$ cat src/rtl/fetch_unit.sv
// Instruction fetch stage: owns the PC, reads instruction memory over req/ack, hands words to the decoder.
// Optional one-entry prefetch buffer is enabled by defining FETCH_PREFETCH_EN.
module fetch_unit #(
    parameter logic [15:0] RESET_PC = 16'h0000
) (
    input  logic        clk,
    input  logic        reset,
    output logic        mem_req,
    output logic [15:0] mem_addr,
    input  logic        mem_ack,
    input  logic [15:0] mem_rdata,
    output logic [15:0] instr,
    output logic [15:0] instr_pc,
    output logic        instr_valid,
    input  logic        instr_ready,
    input  logic        redirect,
    input  logic [15:0] redirect_pc
);

    typedef enum logic [1:0] {
        ST_IDLE  = 2'd0,
        ST_FETCH = 2'd1,
        ST_HOLD  = 2'd2,
        ST_FLUSH = 2'd3
    } state_t;

    state_t      state_r;
    state_t      state_nxt_s;
    logic [15:0] pc_r;
    logic [15:0] pc_nxt_s;
    logic [15:0] req_addr_r;
    logic [15:0] req_addr_nxt_s;
    logic [15:0] instr_r;
    logic [15:0] instr_nxt_s;
    logic [15:0] instr_pc_r;
    logic [15:0] instr_pc_nxt_s;
    logic        instr_valid_r;
    logic        instr_valid_nxt_s;
    logic        mem_req_s;
    logic        accept_s;

`ifdef FETCH_PREFETCH_EN
    logic        buf_valid_r;
    logic        buf_valid_nxt_s;
    logic [15:0] buf_data_r;
    logic [15:0] buf_data_nxt_s;
    logic [15:0] buf_pc_r;
    logic [15:0] buf_pc_nxt_s;
`endif

    function automatic logic [15:0] inc16(input logic [15:0] a);
        return a + 16'd1;
    endfunction

    // Request strobe decoded from state (and buffer occupancy when prefetching).
    always_comb begin
        mem_req_s = 1'b0;
        case (state_r)
            ST_FETCH: mem_req_s = 1'b1;
            ST_FLUSH: mem_req_s = 1'b1;
`ifdef FETCH_PREFETCH_EN
            ST_HOLD:  mem_req_s = ~buf_valid_r;
`else
            ST_HOLD:  mem_req_s = 1'b0;
`endif
            default:  mem_req_s = 1'b0;
        endcase
    end

    assign accept_s    = mem_req_s & mem_ack;
    assign mem_req     = mem_req_s;
    assign mem_addr    = req_addr_r;
    assign instr       = instr_r;
    assign instr_pc    = instr_pc_r;
    assign instr_valid = instr_valid_r;

    // Next-state and next-register computation.
    always_comb begin
        state_nxt_s       = state_r;
        pc_nxt_s          = pc_r;
        req_addr_nxt_s    = req_addr_r;
        instr_nxt_s       = instr_r;
        instr_pc_nxt_s    = instr_pc_r;
        instr_valid_nxt_s = instr_valid_r;
`ifdef FETCH_PREFETCH_EN
        buf_valid_nxt_s   = buf_valid_r;
        buf_data_nxt_s    = buf_data_r;
        buf_pc_nxt_s      = buf_pc_r;
`endif
        case (state_r)
            ST_IDLE: begin
                // A redirect here only updates pc; the first fetch still uses the old pc.
                req_addr_nxt_s = pc_r;
                state_nxt_s    = ST_FETCH;
                if (redirect) begin
                    pc_nxt_s = redirect_pc;
                end else begin
                    pc_nxt_s = pc_r;
                end
            end

            ST_FETCH: begin
                if (redirect) begin
                    pc_nxt_s = redirect_pc;
                    if (mem_ack) begin
                        req_addr_nxt_s = redirect_pc;
                        state_nxt_s    = ST_FETCH;
                    end else begin
                        state_nxt_s    = ST_FLUSH;
                    end
                end else if (mem_ack) begin
                    instr_nxt_s       = mem_rdata;
                    instr_pc_nxt_s    = req_addr_r;
                    pc_nxt_s          = inc16(req_addr_r);
                    instr_valid_nxt_s = 1'b1;
                    state_nxt_s       = ST_HOLD;
`ifdef FETCH_PREFETCH_EN
                    req_addr_nxt_s    = inc16(req_addr_r);
`endif
                end else begin
                    state_nxt_s = ST_FETCH;
                end
            end

            ST_HOLD: begin
`ifdef FETCH_PREFETCH_EN
                if (redirect) begin
                    pc_nxt_s          = redirect_pc;
                    buf_valid_nxt_s   = 1'b0;
                    instr_valid_nxt_s = 1'b0;
                    if (mem_req_s && !mem_ack) begin
                        state_nxt_s = ST_FLUSH;
                    end else begin
                        req_addr_nxt_s = redirect_pc;
                        state_nxt_s    = ST_FETCH;
                    end
                end else if (instr_ready) begin
                    if (buf_valid_r) begin
                        instr_nxt_s     = buf_data_r;
                        instr_pc_nxt_s  = buf_pc_r;
                        buf_valid_nxt_s = 1'b0;
                    end else if (accept_s) begin
                        // Buffer fetch lands as the decoder consumes: bypass straight into instr.
                        instr_nxt_s    = mem_rdata;
                        instr_pc_nxt_s = req_addr_r;
                        pc_nxt_s       = inc16(req_addr_r);
                        req_addr_nxt_s = inc16(req_addr_r);
                    end else begin
                        instr_valid_nxt_s = 1'b0;
                        state_nxt_s       = ST_FETCH;
                    end
                end else if (accept_s) begin
                    buf_valid_nxt_s = 1'b1;
                    buf_data_nxt_s  = mem_rdata;
                    buf_pc_nxt_s    = req_addr_r;
                    pc_nxt_s        = inc16(req_addr_r);
                    req_addr_nxt_s  = inc16(req_addr_r);
                end else begin
                    state_nxt_s = ST_HOLD;
                end
`else
                if (redirect) begin
                    pc_nxt_s          = redirect_pc;
                    req_addr_nxt_s    = redirect_pc;
                    instr_valid_nxt_s = 1'b0;
                    state_nxt_s       = ST_FETCH;
                end else if (instr_ready) begin
                    req_addr_nxt_s    = pc_r;
                    instr_valid_nxt_s = 1'b0;
                    state_nxt_s       = ST_FETCH;
                end else begin
                    state_nxt_s = ST_HOLD;
                end
`endif
            end

            ST_FLUSH: begin
                // The stale request must complete at its original address before refetching.
                if (mem_ack) begin
                    if (redirect) begin
                        pc_nxt_s       = redirect_pc;
                        req_addr_nxt_s = redirect_pc;
                    end else begin
                        req_addr_nxt_s = pc_r;
                    end
                    state_nxt_s = ST_FETCH;
                end else if (redirect) begin
                    pc_nxt_s    = redirect_pc;
                    state_nxt_s = ST_FLUSH;
                end else begin
                    state_nxt_s = ST_FLUSH;
                end
            end

            default: begin
                state_nxt_s       = ST_IDLE;
                instr_valid_nxt_s = 1'b0;
            end
        endcase
    end

    // State and datapath registers with synchronous active-low reset.
    always_ff @(posedge clk) begin
        if (!reset) begin
            state_r       <= ST_IDLE;
            pc_r          <= RESET_PC;
            req_addr_r    <= 16'h0000;
            instr_r       <= 16'h0000;
            instr_pc_r    <= 16'h0000;
            instr_valid_r <= 1'b0;
        end else begin
            state_r       <= state_nxt_s;
            pc_r          <= pc_nxt_s;
            req_addr_r    <= req_addr_nxt_s;
            instr_r       <= instr_nxt_s;
            instr_pc_r    <= instr_pc_nxt_s;
            instr_valid_r <= instr_valid_nxt_s;
        end
    end

`ifdef FETCH_PREFETCH_EN
    // Prefetch buffer registers.
    always_ff @(posedge clk) begin
        if (!reset) begin
            buf_valid_r <= 1'b0;
            buf_data_r  <= 16'h0000;
            buf_pc_r    <= 16'h0000;
        end else begin
            buf_valid_r <= buf_valid_nxt_s;
            buf_data_r  <= buf_data_nxt_s;
            buf_pc_r    <= buf_pc_nxt_s;
        end
    end
`endif

endmodule

$ cat config.mk
export PLATFORM = sky130hd
export DESIGN_NAME = fetch_unit
export DESIGN_NICKNAME = d
export VERILOG_FILES = /design/src/rtl/fetch_unit.sv
export SDC_FILE = /design/constraint.sdc
export NUM_CORES = 1
export LEC_CHECK = 0
export CAP_MARGIN = 0
export CORE_ASPECT_RATIO = 1.25
export CORE_MARGIN = 2
export CORE_UTILIZATION = 54
export CTS_BUF_LIST = sky130_fd_sc_hd__clkbuf_8
export DETAILED_ROUTE_END_ITERATION = 10
export GPL_TIMING_DRIVEN = 0
export PLACE_DENSITY = 0.92
export SLEW_MARGIN = 10
export SYNTH_ARGS = -nofsm -noshare
export SYNTH_HDL_FRONTEND = slang
export SYNTH_SLANG_ARGS = --single-unit
$ cat constraint.sdc
create_clock -name clk -period 5 [get_ports clk]
set_input_delay 1 -clock clk [delete_from_list [all_inputs] [get_ports clk]]
set_output_delay 1 -clock clk [all_outputs]
set_load 0.02 [all_outputs]
Word-level counts from Yosys, hierarchy flattened
Index checks and enable logic that the tools add are counted.

storage, ports and cells
  bits in registers = 67

operators by class
  $add $sub $neg = 1
  equality and inequality tests = 9
  mux-type cells = 22
  bitwise logic cells = 1
  reduce and logical (&&, ||, !) cells = 7

operators by type and width
  operator               count
  $mux 16                8
  $pmux 16 s4            1
  $pmux 16 s2            1
  $add 16x1->16 const B  1
  $mux 2                 5
  $ne 2x2->1 const B     4
  $pmux 2 s4             1
  $reduce_and 4->1       2
  $ne 3x3->1 const B     2
  $mux 1                 5
  $eq 2x2->1 const B     2
  $reduce_and 3->1       1
  $reduce_or 3->1        1
  $eq 2x1->1 const B     1
  $logic_not 2->1        1
  $pmux 1 s2             1
  $reduce_bool 2->1      1
  $reduce_or 2->1        1
  $not 1->1              1

Longest topological paths before layout
  word-level depth = 4
  gate-level depth with buffers = 9
  mapped depth without buffers = 6

Worst setup path before layout
OpenSTA, ideal clock, no wires.

  path kind = in2reg
  start = input redirect
  end = register pc_r[10]
  data arrival time = 2513 ps
  data required time = 4926 ps
  path slack = 2413 ps
  stages = 9
  path buffers = 4
  path through = buf_2 > inv_1 > ha_1 > clkbuf_1 > nand3b_1 > clkbuf_1 > clkbuf_1 > o21ai_0 > a31oi_1

on the way
  cells in the longest elaborated chain, start to end = 2

ends and longest elaborated chain
  element                     RTL line  source
  start: declaration          16        input logic redirect,
  $mux 16 (on tied branches)  --
  $pmux 16 s2                 90        case (state_r)
  end signal: assignment      213       pc_r <= pc_nxt_s;
  end: declaration            29        logic [15:0] pc_r;

Several ways; a longest one is shown, not always the timed one.
A chain may end at the register's enable or synchronous reset.

Worst setup path after layout
  start = input redirect
  end = register pc_r[7]

The elaborated chain is that of the path after synthesis.

==> flow_metrics.env <==
export IMPL_status="finished, final reports clean"
export IMPL_setup_violations=0
export IMPL_vdd_drop_max_uv=234
export IMPL_grtUsageMet3=0.0654
export IMPL_clockRootBuffer="clkbuf_8"
export IMPL_synthesis_instances=392
export IMPL_antenna_left=0
export IMPL_crit_path_end_kind="flop"
export IMPL_grt_use_met2=0.512
export IMPL_synth_cell_area_mm2=0.00315
export IMPL_dpl_cell_area_mm2=0.00409
export IMPL_hold_path_class="reg2reg"
export IMPL_synth_edf_count=0
export IMPL_r2r_end="pc_r[8]"
export IMPL_drc=0
export IMPL_clk_pin_slew_ns=0.07
export IMPL_grt_busiest_layer="met2"
export IMPL_synth_seq_cells=67
export IMPL_num_rows=31
export IMPL_switching_share=0.292
export IMPL_worstPathArrival_ns=3.58
export IMPL_synth_nets=433
export IMPL_num_io_pins=87
export IMPL_cts_resized=0
export IMPL_cts_setup_buffers=0
export IMPL_ctsHoldBuffers=0
export IMPL_drive_gt1_frac=0.0609
export IMPL_worstSkewPairLatency_ns=0.35
export IMPL_holdPathEnd="instr[2]"
export IMPL_power_leakage_nw=1.55
export IMPL_grt_pass1_vias=3137
export IMPL_dieArea_mm2=0.00647
export IMPL_cp_start_kind="input pin"
export IMPL_ys_warn_count=0
export IMPL_tightestPinTransition_ns=0.611
export IMPL_cp_required_ns=5.28
export IMPL_via_per_inst=5.92
export IMPL_cts_sinks=67
export IMPL_period_share=0.661
export IMPL_drtIter0Drc=222
export IMPL_cts_tree="built"
export IMPL_clock_fmax_mhz=302
export IMPL_power_share_clock=0.338
export IMPL_diodes=0
export IMPL_io_buffer_count=85
export IMPL_p_int_mw=0.927
export IMPL_regToRegSetupSlack_ns=3.10
export IMPL_cts_buffer_depth=2
export IMPL_fin_skew_ns=0.0103
export IMPL_worstHoldPathCells=2
export IMPL_synthFlopType="dfxtp_1"
export IMPL_numCtsBuffers=9
export IMPL_finalCriticalPeriod_ns=3.31
export IMPL_rsz0062_at_grt="no"
export IMPL_grt_max_degree=12
export IMPL_start_util=0.553
export IMPL_wirelength_mm=9.16
export IMPL_grt_overflow_total=0
export IMPL_power_switching_mw=0.382
export IMPL_syn_avg_cell_area_um2=8.04
export IMPL_num_vias=3308
export IMPL_wl_per_cell_um=16.4
export IMPL_final_area_mm2=0.00428
export IMPL_finalHoldViolations=0
export IMPL_cp_max_fo=10
export IMPL_yosysSeqAreaShare=0.425
export IMPL_reg2reg_from="state_r[0]"
export IMPL_hp_start="instr[2]"
export IMPL_gp_congestion=0.947
export IMPL_grt_first_pass_wirelength_mm=14.6
export IMPL_r2r_cells=6
export IMPL_async_flop_share=0
export IMPL_final_setup_tns_ns=0
export IMPL_die_width_um=72.3
export IMPL_dr_pass1_iters=5
export IMPL_slew_viol_final=0
export IMPL_relSlewSlack=0.592
export IMPL_power_frac_seq=0.462
export IMPL_finalNetCount=529
export IMPL_p_comb_frac=0.200
export IMPL_core_mm2=0.00570
export IMPL_nFillCells=410
export IMPL_syn2layout_area_growth_pct=35.8
export IMPL_htree_levels=3
export IMPL_die_h_um=89.4
export IMPL_netlist_cell_type_count=45
export IMPL_critical_path_class="in2reg"
export IMPL_met1_usage=0.335
export IMPL_powerDensity_mw_per_mm2=306
export IMPL_grt_usage=0.293
export IMPL_hpwl_mm=6.35
export IMPL_maxCapViolations=0
export IMPL_antenna_found_initial=0
logic make-up (layout without fill, tap and decap cells):
logic type,after synthesis,in the layout,share of synthesized area
compound gates,117,117,0.231
fa+ha+maj,4,4,0.0159
flops,67,67,0.425
xor+xnor,4,4,0.0111
simple gates,140,140,0.208
buf+inv,44,145,0.0583
mux,16,16,0.0508
worst max path at each step:
stage / from / end / depth (start not counted)
final: redirect / pc_r[7] / 10
after global routing: redirect / pc_r[12] / 10
after CTS: redirect / pc_r[12] / 10
after detailed placement: redirect / pc_r[12] / 10
after global placement: redirect / pc_r[9] / 10
after floorplan: redirect / pc_r[10] / 9
flip-flops by register name (all words and copies together) (netlist names):
name         count
instr           16
instr_pc        16
mem_addr        16
pc_r            16
state_r          2
instr_valid      1
worst max-delay path: stages:
cell	delay, ns
clkdlybuf4s50_1	0.47
buf_2	0.23
inv_1	0.13
ha_1	0.19
clkbuf_1	0.22
nand3b_1	0.22
clkbuf_1	0.45
clkbuf_1	0.38
o21ai_0	0.15
a21oi_1	0.14
stage by stage:
step                      cells   util  total power, mW  setup slack [ns]  hold slack (ns)
after floorplan             392      -            0.758              2.41            0.459
after global placement      543  0.717            0.863              1.47            0.442
after detailed placement    543  0.717            0.872              1.43            0.447
after CTS                   559  0.751             1.31              1.78            0.456
after global routing        559  0.751             1.36              1.54            0.477
final                       559  0.751             1.31              1.69            0.456
area by class of cell:
class                   instances  area, µm²  area share
clock buffers                  10        138      0.0321
flip-flops and latches         67       1340       0.313
repair buffers                 85        851       0.199
multi-input cells             281       1630       0.380
well taps                      66       82.6      0.0193
plain buffers                  33        143      0.0333
inverters                      11       41.3     0.00964
clock inverters                 6       57.6      0.0134
power by group through the flow:
stage / Combinational, mW / Clock, mW / Sequential (mW)
6_report: 0.262 / 0.442 / 0.605
5_1_grt: 0.282 / 0.467 / 0.609
4_1_cts: 0.260 / 0.442 / 0.604
3_5_place_dp: 0.256 / 0 / 0.615
3_3_place_gp: 0.251 / 0 / 0.613
2_1_floorplan: 0.126 / 0 / 0.632
cells in the mapped netlist, types with 7 or more instances:
cell / number / area (µm²)
o21ai_0: 22 / 110
buf_2: 9 / 45.0
inv_1: 10 / 37.5
nand3_1: 8 / 40.0
a211oi_1: 17 / 128
clkbuf_1: 21 / 78.8
a21oi_1: 45 / 225
nor3_1: 7 / 35.0
dfxtp_1: 67 / 1340
a31oi_1: 8 / 50.1
nand2_1: 74 / 278
nor2_1: 22 / 82.6
mux2i_1: 16 / 160
nor3b_1: 8 / 60.1
layer usage:
layer,routed length [µm],share of wire
met1,3590,0.39
met5,0,0
met4,268,0.029
met3,685,0.075
met2,4620,0.50
layout by cell type, fill, tap and decap left out, types with 9 or more instances in the layout:
cell,netlist,layout
nor2_1,22,22
nand2_1,74,74
o21ai_0,22,22
a21oi_1,45,45
inv_1,10,12
a211oi_1,17,17
buf_2,9,9
clkbuf_8,0,10
clkdlybuf4s50_1,0,85
mux2i_1,16,16
dfxtp_1,67,67
clkbuf_1,21,21
(Power assumes the default switching activity.)
